## src/rtl/keypad_if.sv

```systemverilog
// Key handshake bundle between keypad_scan and its consumer.
//   key_code  : accepted key, row_index*4 + col_index
//   key_valid : key_code holds an unconsumed key
//   key_ack   : consumer takes key_code (only meaningful while key_valid=1)
//   key_held  : an accepted key is still physically pressed
//   overrun   : one-cycle pulse when an unacknowledged key is overwritten
// master = scanner side, slave = consumer side.
interface keypad_if;
   logic [3:0] key_code;
   logic       key_valid;
   logic       key_ack;
   logic       key_held;
   logic       overrun;

   modport master (output key_code, key_valid, key_held, overrun, input key_ack);
   modport slave  (input key_code, key_valid, key_held, overrun, output key_ack);
endinterface

```

## src/rtl/keypad_scan.sv

```systemverilog
// 4x4 matrix keypad scanner with debounce and a one-deep key holding register.
// Columns are driven one-hot active-low; each column dwells SCAN_DIV clocks and
// the rows are sampled on the last clock of the dwell.
//
// Ports:
//   clk_i    system clock
//   rst_n_i  asynchronous active-low reset
//   row_i    row sense lines, active-low (pulled up externally)
//   col_o    column drive, one-hot active-low
//   kp       keypad_if.master: key_code/key_valid/key_ack/key_held/overrun
//
// Optional build macro: KEYPAD_REPEAT_EN adds auto-repeat of a held key every
// REPEAT_CNT samples. Without it each press produces exactly one key.
//
// state    | meaning
// SCAN     | walking columns, no key candidate
// DEBOUNCE | candidate seen, column frozen, counting matching samples
// HELD     | key accepted and still pressed
// RELEASE  | key accepted, counting no-press samples before resuming the scan
module keypad_scan #(
   parameter int SCAN_DIV     = 100000,
   parameter int DEBOUNCE_CNT = 10,
   parameter int REPEAT_CNT   = 250
) (
   input  logic       clk_i,
   input  logic       rst_n_i,
   input  logic [3:0] row_i,
   output logic [3:0] col_o,
   keypad_if.master   kp
);
   localparam int DW = (SCAN_DIV > 1) ? $clog2(SCAN_DIV) : 1;
   localparam int CW = $clog2(DEBOUNCE_CNT + 1);

   if (SCAN_DIV < 1 || DEBOUNCE_CNT < 1 || REPEAT_CNT < 1) begin : g_param_err
      $error("keypad_scan: SCAN_DIV, DEBOUNCE_CNT and REPEAT_CNT must be >= 1");
   end

   typedef enum logic [1:0] {SCAN, DEBOUNCE, HELD, RELEASE} state_t;

   state_t        state_q, state_d;
   logic [DW-1:0] dwell_q, dwell_d;
   logic [1:0]    col_idx_q, col_idx_d;
   logic [3:0]    cand_q, cand_d;
   logic [CW-1:0] cnt_q, cnt_d;
   logic [3:0]    key_code_q;
   logic          key_valid_q;
   logic          overrun_q;
   logic          strobe;
   logic          press;
   logic [1:0]    hit_row;
   logic          emit;
   logic          rep_hit;

   assign strobe = (dwell_q == DW'(SCAN_DIV - 1));
   assign dwell_d = strobe ? '0 : dwell_q + 1'b1;
   assign press  = ~&row_i;

   // Lowest row index wins when several rows are pulled low.
   always_comb begin
      hit_row = 2'd3;
      if (!row_i[0])      hit_row = 2'd0;
      else if (!row_i[1]) hit_row = 2'd1;
      else if (!row_i[2]) hit_row = 2'd2;
   end

`ifdef KEYPAD_REPEAT_EN
   localparam int RW = $clog2(REPEAT_CNT + 1);
   logic [RW-1:0] rep_q, rep_d;

   assign rep_hit = strobe && (state_q == HELD) && press && (rep_q == RW'(REPEAT_CNT - 1));

   // Counts pressed samples in HELD only; frozen in RELEASE, restarted on acceptance.
   always_comb begin
      rep_d = rep_q;
      if (strobe && (state_q == HELD) && press)
         rep_d = rep_hit ? '0 : rep_q + 1'b1;
      if ((state_d == HELD) && ((state_q == SCAN) || (state_q == DEBOUNCE)))
         rep_d = '0;
   end

   always_ff @(posedge clk_i or negedge rst_n_i) begin
      if (!rst_n_i) rep_q <= '0;
      else          rep_q <= rep_d;
   end
`else
   assign rep_hit = 1'b0;
`endif

   always_comb begin
      state_d   = state_q;
      col_idx_d = col_idx_q;
      cand_d    = cand_q;
      cnt_d     = cnt_q;
      emit      = 1'b0;
      if (strobe) begin
         case (state_q)
            SCAN: begin
               if (press) begin
                  cand_d = {hit_row, col_idx_q};
                  if (DEBOUNCE_CNT <= 1) begin
                     emit    = 1'b1;
                     state_d = HELD;
                     cnt_d   = '0;
                  end else begin
                     cnt_d   = CW'(1);
                     state_d = DEBOUNCE;
                  end
               end else begin
                  col_idx_d = col_idx_q + 2'd1;
               end
            end
            DEBOUNCE: begin
               if (press && (hit_row == cand_q[3:2])) begin
                  if (cnt_q == CW'(DEBOUNCE_CNT - 1)) begin
                     emit    = 1'b1;
                     state_d = HELD;
                     cnt_d   = '0;
                  end else begin
                     cnt_d = cnt_q + 1'b1;
                  end
               end else begin
                  state_d   = SCAN;
                  col_idx_d = col_idx_q + 2'd1;
                  cnt_d     = '0;
               end
            end
            HELD: begin
               if (!press) begin
                  if (DEBOUNCE_CNT <= 1) begin
                     state_d   = SCAN;
                     col_idx_d = col_idx_q + 2'd1;
                     cnt_d     = '0;
                  end else begin
                     cnt_d   = CW'(1);
                     state_d = RELEASE;
                  end
               end else if (rep_hit) begin
                  emit = 1'b1;
               end
            end
            default: begin
               if (press) begin
                  state_d = HELD;
                  cnt_d   = '0;
               end else if (cnt_q == CW'(DEBOUNCE_CNT - 1)) begin
                  state_d   = SCAN;
                  col_idx_d = col_idx_q + 2'd1;
                  cnt_d     = '0;
               end else begin
                  cnt_d = cnt_q + 1'b1;
               end
            end
         endcase
      end
   end

   always_ff @(posedge clk_i or negedge rst_n_i) begin
      if (!rst_n_i) begin
         state_q     <= SCAN;
         dwell_q     <= '0;
         col_idx_q   <= '0;
         cand_q      <= '0;
         cnt_q       <= '0;
         key_code_q  <= '0;
         key_valid_q <= 1'b0;
         overrun_q   <= 1'b0;
      end else begin
         state_q   <= state_d;
         dwell_q   <= dwell_d;
         col_idx_q <= col_idx_d;
         cand_q    <= cand_d;
         cnt_q     <= cnt_d;
         if (emit) begin
            key_code_q  <= cand_d;
            key_valid_q <= 1'b1;
            // An ack in the emitting cycle consumes the old key, so no overrun.
            overrun_q   <= key_valid_q && !kp.key_ack;
         end else begin
            overrun_q <= 1'b0;
            if (kp.key_ack && key_valid_q) key_valid_q <= 1'b0;
         end
      end
   end

   assign col_o        = ~(4'b0001 << col_idx_q);
   assign kp.key_code  = key_code_q;
   assign kp.key_valid = key_valid_q;
   assign kp.overrun   = overrun_q;
   assign kp.key_held  = (state_q == HELD) || (state_q == RELEASE);
endmodule

```

## src/flat_wrapper.sv

```systemverilog
// flat-port wrapper written by rule: the top's interface ports become plain ports
module keypad_scan_flat 
#(
   parameter int SCAN_DIV     = 100000,
   parameter int DEBOUNCE_CNT = 10,
   parameter int REPEAT_CNT   = 250
)
  (clk_i, rst_n_i, row_i, col_o, kp_key_code, kp_key_valid, kp_key_held, kp_overrun, kp_key_ack);
  keypad_if kp_i ();
  input  logic clk_i;
  input  logic rst_n_i;
  input  logic [3:0] row_i;
  output logic [3:0] col_o;
  output wire logic [$bits(kp_i.key_code)-1:0] kp_key_code;
  output wire logic [$bits(kp_i.key_valid)-1:0] kp_key_valid;
  output wire logic [$bits(kp_i.key_held)-1:0] kp_key_held;
  output wire logic [$bits(kp_i.overrun)-1:0] kp_overrun;
  input wire logic [$bits(kp_i.key_ack)-1:0] kp_key_ack;
  assign kp_key_code = kp_i.key_code;
  assign kp_key_valid = kp_i.key_valid;
  assign kp_key_held = kp_i.key_held;
  assign kp_overrun = kp_i.overrun;
  assign kp_i.key_ack = kp_key_ack;
  keypad_scan #(.SCAN_DIV(SCAN_DIV), .DEBOUNCE_CNT(DEBOUNCE_CNT), .REPEAT_CNT(REPEAT_CNT)) u_core (.clk_i(clk_i), .rst_n_i(rst_n_i), .row_i(row_i), .col_o(col_o), .kp(kp_i));
endmodule
```

## config.mk

```make
export PLATFORM = sky130hd
export DESIGN_NAME = keypad_scan_flat
export DESIGN_NICKNAME = d
export VERILOG_FILES = /design/src/rtl/keypad_if.sv /design/src/rtl/keypad_scan.sv /design/src/flat_wrapper.sv
export SDC_FILE = /design/constraint.sdc
export NUM_CORES = 1
export LEC_CHECK = 0
export ABC_AREA = 1
export BUFFER_PORTS_ARGS = -buffer_cell sky130_fd_sc_hd__buf_2
export CAP_MARGIN = 20
export CORE_ASPECT_RATIO = 0.75
export CORE_MARGIN = 2
export CORE_UTILIZATION = 55
export DETAILED_ROUTE_END_ITERATION = 12
export PLACE_DENSITY = 0.74
export SLEW_MARGIN = 20
export SYNTH_ARGS = -nofsm -noshare
export SYNTH_HDL_FRONTEND = slang
export SYNTH_SLANG_ARGS = --single-unit
```

## constraint.sdc

```tcl
create_clock -name clk_i -period 1.78 [get_ports clk_i]
set_input_delay 0.089 -clock clk_i [delete_from_list [all_inputs] [get_ports clk_i]]
set_output_delay 0.089 -clock clk_i [all_outputs]
set_load 0.01 [all_outputs]
```

Word level (Yosys, flattened, before mapping)
Cells that the tools add are included.

storage, ports and cells
  memory bits (writable) = 0
  input port bits = 7
  ROM bits = 0
  bits in registers = 35
  logic and storage cells = 72
  bits in latches = 0
  memories = 0

operators by class
  divide/modulo/power cells = 0
  shifts and indexed selects = 1
  equality and inequality tests = 12
  multiplexer cells = 32
  reductions and logical operators = 14
  $add $sub $neg = 3
  multiply operators = 0
  bitwise gates (word level) = 2
  $lt $le $gt $ge = 0

operators with widths
  cell                                              count
  two-way mux 4 bit                                 8
  two-way mux 2 bit                                 12
  adder 17 x 1 -> 17 bit (second input constant)    1
  == test 17 bit (second input constant)            1
  two-way mux 17 bit                                1
  case mux 2 bit (3 select lines)                   2
  case mux 4 bit (3 select lines)                   1
  two-way mux 1 bit                                 8
  AND reduction 6 bit                               1
  AND reduction 5 bit                               1
  adder 4 x 1 -> 4 bit (second input constant)      1
  == test 2 bit (second input constant)             2
  == test 4 bit (second input constant)             1
  != test 2 x 1 -> 1 bit (second input constant)    2
  != test 2 bit (second input constant)             2
  != test 4 x 3 -> 1 bit (second input constant)    1
  inverter 4 bit                                    1
  AND reduction 4 bit                               1
  nonzero test 2 bit                                2
  << shifter 1 x 2 -> 4 bit (first input constant)  1
  logical AND 1 bit                                 3
  != test 3 bit (second input constant)             1
  AND reduction 3 bit                               1
  nonzero test 3 bit                                1
  7 further kinds                                   8

Logic depth before layout (Yosys ltp)
Gate-level depths: netlist of the first run.

  depth in word-level cells = 9
  depth in mapped cells = 12
  mapped depth without buffers = 12

Least setup slack after synthesis of the first run
No wires, ideal clock.

  path type = reg2reg
  start point = reg u_core.dwell_q[0]
  end point = reg u_core.key_code_q[3], in the netlist u_core.kp.key_code[3]
  setup time = 0.116 ns
  stages on the path, launching flop included = 11
  buffers on the path = 0
  setup slack = 0.333 ns
  data required time = 1.664 ns
  arrival = 1.331 ns
  path through = dfrtp_1 > ha_1 > nand2_1 > inv_1 > nand2_1 > nor2_1 > nand3_1 > inv_1 > nand4_1 > nand2_1 > nand2_1

on the way
  word-level cells in the longest chain between the ends = 2
  elaborated cells on any way between the ends = 3

RTL lines
  what                                                           RTL line            text
  from (decl)                                                    keypad_scan.sv:41   logic [DW-1:0] dwell_q, dwell_d;
  from (signal assigned)                                         keypad_scan.sv:169  dwell_q <= dwell_d;
  == test 17 bit *                                               keypad_scan.sv:54   assign strobe = (dwell_q == DW'(SCAN_DIV - 1));
  two-way mux 4 bit / two-way mux 1 bit (equally long branches)  keypad_scan.sv:95   if (strobe) begin
  to (signal assigned)                                           keypad_scan.sv:174  key_code_q <= cand_d;
  to (decl)                                                      keypad_scan.sv:45   logic [3:0] key_code_q;

Every way passes the cells marked *; elsewhere a longest branch is shown, timed or not.
A chain may end at the register's enable or synchronous reset.

Worst setup path in the final report of the first run
  start point = reg u_core.dwell_q[0]
  end point = reg u_core.key_code_q[0], in the netlist u_core.kp.key_code[0]

The elaborated chain is that of the path after synthesis.

==> results of run 1 <==
## area by class of cell
cell class | count | area [um2] | area share
multi-input combinational | 200 | 1110 | 0.459
sequential | 35 | 876 | 0.362
inverter | 47 | 176 | 0.0730
timing repair buffer | 20 | 110 | 0.0455
clock buffer | 7 | 76.3 | 0.0316
tap | 52 | 65.1 | 0.0269
clock inverter | 1 | 5.00 | 0.00207
## cell families (layout without fill, tap and decap cells)
kind of cell    Yosys count  count (layout)
buf+inv                  47              75
xor+xnor                  8               8
flops                    35              35
compound gates           23              23
simple gates            158             158
fa+ha+maj                11              11
## report_power, final
group	switching [W]	internal (W)	leakage [nW]	total (W)
sequential	0.00000175	0.000797	0.443	0.000799
combinational	0.0000506	0.0000208	0.820	0.0000714
clock	0.000278	0.000275	0.0422	0.000553
total	0.000331	0.00109	1.31	0.00142
## path summary, 6_finish.rpt
kind / endpoint / depth (start not counted) / slack, ps / startpoint
max in group asynchronous: u_core.cnt_q[1]$_DFFE_PN0P_ / 2 / 870 / rst_n_i
min in group asynchronous: u_core.cnt_q[2]$_DFFE_PN0P_ / 2 / 420 / rst_n_i
min reg2reg: u_core.dwell_q[0]$_DFF_PN0_ / 1 / 460 / u_core.dwell_q[0]$_DFF_PN0_
max: u_core.kp.key_code[0]$_DFFE_PN0P_ / 10 / 90 / u_core.dwell_q[0]$_DFF_PN0_
min: u_core.kp.overrun$_DFF_PN0_ / 4 / 90 / kp_key_ack
max reg2reg: u_core.kp.key_code[0]$_DFFE_PN0P_ / 10 / 90 / u_core.dwell_q[0]$_DFF_PN0_
## worst max-delay path: cells and delay by family, from the launching register on
family	cells	cell delay, ps
buffers and inverters	2	210
adder cells (fa/ha/maj)	1	170
AND/OR/NAND/NOR	7	810
flip-flops	1	370
## layer usage
metal,part of all wire,vias to the layer above,wire [um]
met4,0.0072,0,31
met3,0.043,4,183
met5,0,-,0
met1,0.55,797,2350
met2,0.40,32,1730
li1,-,932,-
## per-stage QoR
stage | instances | power, W | util
2_1_floorplan | 282 | 0.000851 | -
3_3_place_gp | 353 | 0.000884 | 0.625
3_5_place_dp | 353 | 0.000884 | 0.625
4_1_cts | 362 | 0.00144 | 0.650
5_1_grt | 362 | 0.00148 | 0.652
6_report | 362 | 0.00142 | 0.652
## synthesized netlist by cell type, drive strengths merged
cell / instances
a21oi: 7
xnor2: 1
and3: 1
nor2: 36
o21ai: 13
inv: 47
ha: 11
xor2: 7
or2: 2
a21boi: 1
o22ai: 1
nand4: 6
dfrtp: 35
and2: 1
nand3: 17
nor3: 8
o211ai: 1
nand2: 87
## state kept, by name, summed over array words and instances, names as in the netlist
name,count
u_core.kp.key_code,4
u_core.cand_q,4
u_core.kp.overrun,1
u_core.col_idx_q,2
u_core.state_q,2
u_core.kp.key_valid,1
u_core.cnt_q,4
u_core.dwell_q,17
## timing repair
item,CTS,global route
hold buffers,1,0
endpoints found under the hold margin,35,0
resized for setup,0,4
endpoints found under the setup margin,0,5
setup buffers,0,0
==> results.yml, run 1 <==
outcome:
  outcome: "complete, no violations"
flow_run:
  drv_cap: 0
synth:
  syn_avg_cell_area_um2: 7.64
  synthAdderAreaFrac: 0.0639
  synth_warnings: 0
  yosysSeqAreaShare: 0.407
  yosysTopAreaCellShare: 0.407
  synth_cells: 282
  synth_nets: 300
  yosysTopAreaCell: "dfrtp_1"
  synth_top_family_by_area: "simple AND/OR/NAND/NOR gates"
  syn_area_um2: 2150
  synthXorXnorAreaFrac: 0.0325
  synth.area.mux_share: 0
  synth_compound_area_frac: 0.0668
  synthSimpleGateAreaFrac: 0.348
  synthTopCellsByArea: "dfrtp_1, nand2_1, inv_1, ha_1, nor2_1"
  ys_seq_elements: 35
  ys_types: 30
drt:
  wl_per_cell_um: 11.9
  remaining_drc_errors: 0
  routed_wl_um: 4290
  antenna_left: 0
  drt_iter0_markers: 147
  vias: 1765
  via_per_inst: 4.88
  drtPass1Iterations: 4
setup_path:
  cp.arrival_ps: 1860
  start_kind: "flip-flop"
  slowest_stage: "dfrtp_1"
  cpMostUsedCell: "nand2_1"
  crit_path_end_kind: "flip-flop"
  critPathMaxStageDelay_ps: 370
  crit_chain: "ha_1 -> nand2_1 -> inv_1 -> nand2_1 -> nor2_2 -> nand3_2 -> inv_2 -> nand4_1 -> nand2_1 -> nand2_1"
  crit_fanout: 5
  cp.required_ps: 1950
  critPathKind: "reg -> reg"
die:
  coreArea_um2: 3710
  die_w_um: 76.3
  start_util: 0.581
  ioPinCount: 18
  die_area_um2: 4440
  std_cell_rows: 19
  dieHeight_um: 58.2
pwr:
  power.leakage_nw: 1.31
  ir_drop_v: 0.000628
  powerDensity_nw_per_um2: 589
cts:
  clockRootBuffer: "clkbuf_8"
  clockBufferDepth: 2
  htree_num_levels: 2
  clk_pin_slew_ps: 70
  clk_latency_ps: 280
  clock-sinks: 35
  cts_tree: "done"
  numCtsBuffers: 5
sta:
  slew_viol_final: 0
  rsz0062_at_grt: "false"
  fin_crit_ps: 1690
  maxSlewHeadroom: 0.484
  skew_ps: 5.94
  period_share: 0.947
  setup_viol: 0
  max_freq_mhz: 593
  fin_ws_ps: 94.0
  worst_pin_slew_ps: 774
  whs_ps: 89.6
  setup_tns_ps: 0
  hold_violations: 0
placement:
  pre_cts_slack_ps: 21.8
  detailed_place_hpwl_um: 3300
  io_buffers: 17
  routabilityCongestion: 0.891
  placed_area_um2: 2320
finish:
  area_growth_pct: 12.3
  final_layout_size_suffix_gt1_frac: 0.174
  nFillCells: 326
  num_antenna_cells: 0
  final_cell_mix: "nand2_1, inv_1, dfrtp_1, nor2_1, buf_2"
  final_common_cell: "nand2_1"
  fin_area_um2: 2420
  nets: 327
global_routing:
  overflow: 0
  antenna_found_initial: 0
  grt_pass1_vias: 1625
  grt_usage: 0.216
  use_met1: 0.332
  grt_max_degree: 36
  use_met3: 0.0467
  grt_pass1_wl_um: 7470
  grt.met2_usage: 0.315
  grt_busiest_layer: "met1"
hold_path:
  hold_class: "in -> reg"
(Power assumes the default switching activity.)
==> inputs of run 2 (changes only) <==
==> constraint.sdc (replaced) <==
create_clock -name clk_i -period 1.78 [get_ports clk_i]
set_input_delay 0.356 -clock clk_i [delete_from_list [all_inputs] [get_ports clk_i]]
set_output_delay 0.356 -clock clk_i [all_outputs]
set_load 0.01 [all_outputs]
==> run 2 against run 1 <==
Effect of this change: utilization grew 1.2 points; sequential share of layout area shrank 0.64 points; global-route usage is 0.18 points lower; highest routed layer unchanged; register-to-register slack better by 60 ps; clock skew is 2.8 ps higher; largest cell class unchanged; sequential cell count stayed put; die area is the same; non-clock buffer count up 2.
==> results.yml, run 2 (synthesis results as in run 1) <==
outcome:
  outcome: "complete, no violations"
sta:
  setup_tns_ps: 0
  max_freq_mhz: 605
  skew_ps: 8.76
  slew_viol_final: 0
  fin_crit_ps: 1650
  period_share: 0.929
  maxSlewHeadroom: 0.824
  worst_pin_slew_ps: 262
  hold_violations: 0
  setup_viol: 0
setup_path:
  crit_chain: "inv_1 -> ha_1 -> inv_1 -> nand2_1 -> buf_2"
  ff2ff_setup_slack_ps: 150
  critPathKind: "reg -> out"
  critPathMaxStageDelay_ps: 400
  slowest_stage: "dfrtp_1"
  crit_fanout: 4
  start_kind: "flip-flop"
  cp.arrival_ps: 1300
  cp.required_ps: 1420
  crit_path_end_kind: "output port"
  cpMostUsedCell: "inv_1"
cts:
  cts_hold_buf: 0
  cts_tree: "done"
  clk_pin_slew_ps: 70
  numCtsBuffers: 5
  clockRootBuffer: "clkbuf_8"
  clockBufferDepth: 2
  clk_latency_ps: 290
  htree_num_levels: 2
  clock-sinks: 35
drt:
  route.met3.wl_um: 191
  top_layer_used: "met4"
  met2WireLength_um: 1740
  remaining_drc_errors: 0
  vias: 1757
  drtPass1Iterations: 4
  antenna_left: 0
  wl_per_cell_um: 11.8
  drt_iter0_markers: 121
  drt-met1-wl_um: 2300
  routed_wl_um: 4280
  via_per_inst: 4.83
global_routing:
  grt_pass1_vias: 1557
  antenna_found_initial: 0
  overflow: 0
  grt_usage: 0.215
  grt_max_degree: 36
  grt_pass1_wl_um: 7270
pwr:
  power.internal_w: 0.00117
  p_switching_w: 0.000342
  clkPwrFrac: 0.423
  p_sw_frac: 0.226
  seq_power_share: 0.527
  powerDensity_nw_per_um2: 616
  power_w: 0.00152
  comb_power_share: 0.050
  ir_drop_v: 0.000497
  power.leakage_nw: 1.33
finish:
  num_antenna_cells: 0
  final_cell_mix: "nand2_1, inv_1, dfrtp_1, nor2_1, buf_2"
  fin_util: 0.664
  nets: 329
  regMostFlops: "u_core.dwell_q"
  largest_reg_flops: 17
  final_layout_size_suffix_gt1_frac: 0.183
  area_growth_pct: 14.3
  final_common_cell: "nand2_1"
placement:
  routabilityCongestion: 0.871
  detailed_place_hpwl_um: 3170
  io_buffers: 17
flow_run:
  drv_cap: 0
die:
  die_w_um: 76.3
  die_area_um2: 4440
  std_cell_rows: 19
  dieHeight_um: 58.2
  coreArea_um2: 3710
  ioPinCount: 18
  start_util: 0.581
hold_path:
  hold_class: "in -> async"
run 2: cell types whose count changed in the layout (fill, tap and decap cells not counted), sizes merged:
cell,change
clkbuf,+1
buf,+3
dlygate4sd3,-1
clkinv,-1
run 2: cell type report:
class                      instances  area (um2)
clock buffer                       8         100
fill                             333        1250
inverter                          47         176
multi-input combinational        200        1110
sequential                        35         876
tap                               52        65.1
timing repair buffer              22         135
run 2: through the flow:
stage | cell area (um2) | worst slack [ps] | hold slack (ps) | instances
floorplan | 2150 | 333 | 60.4 | 282
global placement | 2340 | 102 | 328 | 354
detailed placement | 2340 | 52.6 | 332 | 354
CTS | 2440 | 38.9 | 14.0 | 362
global route | 2460 | -0.104 | 17.6 | 364
finish | 2460 | 127 | 10.1 | 364
run 2: routing by layer:
metal | global-route usage | vias up
met5 | 0 | -
met4 | 0.0623 | 0
met3 | 0.0607 | 5
met2 | 0.288 | 30
met1 | 0.334 | 787
li1 | - | 935
run 2: repair_timing:
action / in CTS / in global routing
buffers inserted: 0 / 2
setup endpoints to repair: 0 / 4
resized for setup: 0 / 3
run 2: worst paths after layout:
kind	from	end	cells past startpoint
worst max-delay path	u_core.state_q[0]$_DFFE_PN0P_	kp_key_held	5
worst min-delay path	rst_n_i	u_core.dwell_q[9]$_DFF_PN0_	2
worst max register to register	u_core.dwell_q[0]$_DFF_PN0_	u_core.kp.key_code[1]$_DFFE_PN0P_	10
worst min register to register	u_core.dwell_q[0]$_DFF_PN0_	u_core.dwell_q[0]$_DFF_PN0_	1
max in group asynchronous	rst_n_i	u_core.kp.key_code[1]$_DFFE_PN0P_	2
min in group clk_i	kp_key_ack	u_core.kp.overrun$_DFF_PN0_	4
run 2: power by group through the flow:
stage               Sequential, W  Combinational [W]  Clock (W)
floorplan                0.000814          0.0000373          0
global placement         0.000814          0.0000757          0
detailed placement       0.000814          0.0000768          0
CTS                      0.000798          0.0000771   0.000653
global route             0.000798          0.0000878   0.000695
finish                   0.000798          0.0000756   0.000642
run 2: worst max-delay path: cells and delay by family, from the launching register on:
| kind | cells | cell delay (ps) |
|---|---|---|
| flip-flops | 1 | 400 |
| AND/OR/NAND/NOR | 1 | 70 |
| buffers and inverters | 3 | 330 |
| adder cells (fa/ha/maj) | 1 | 220 |
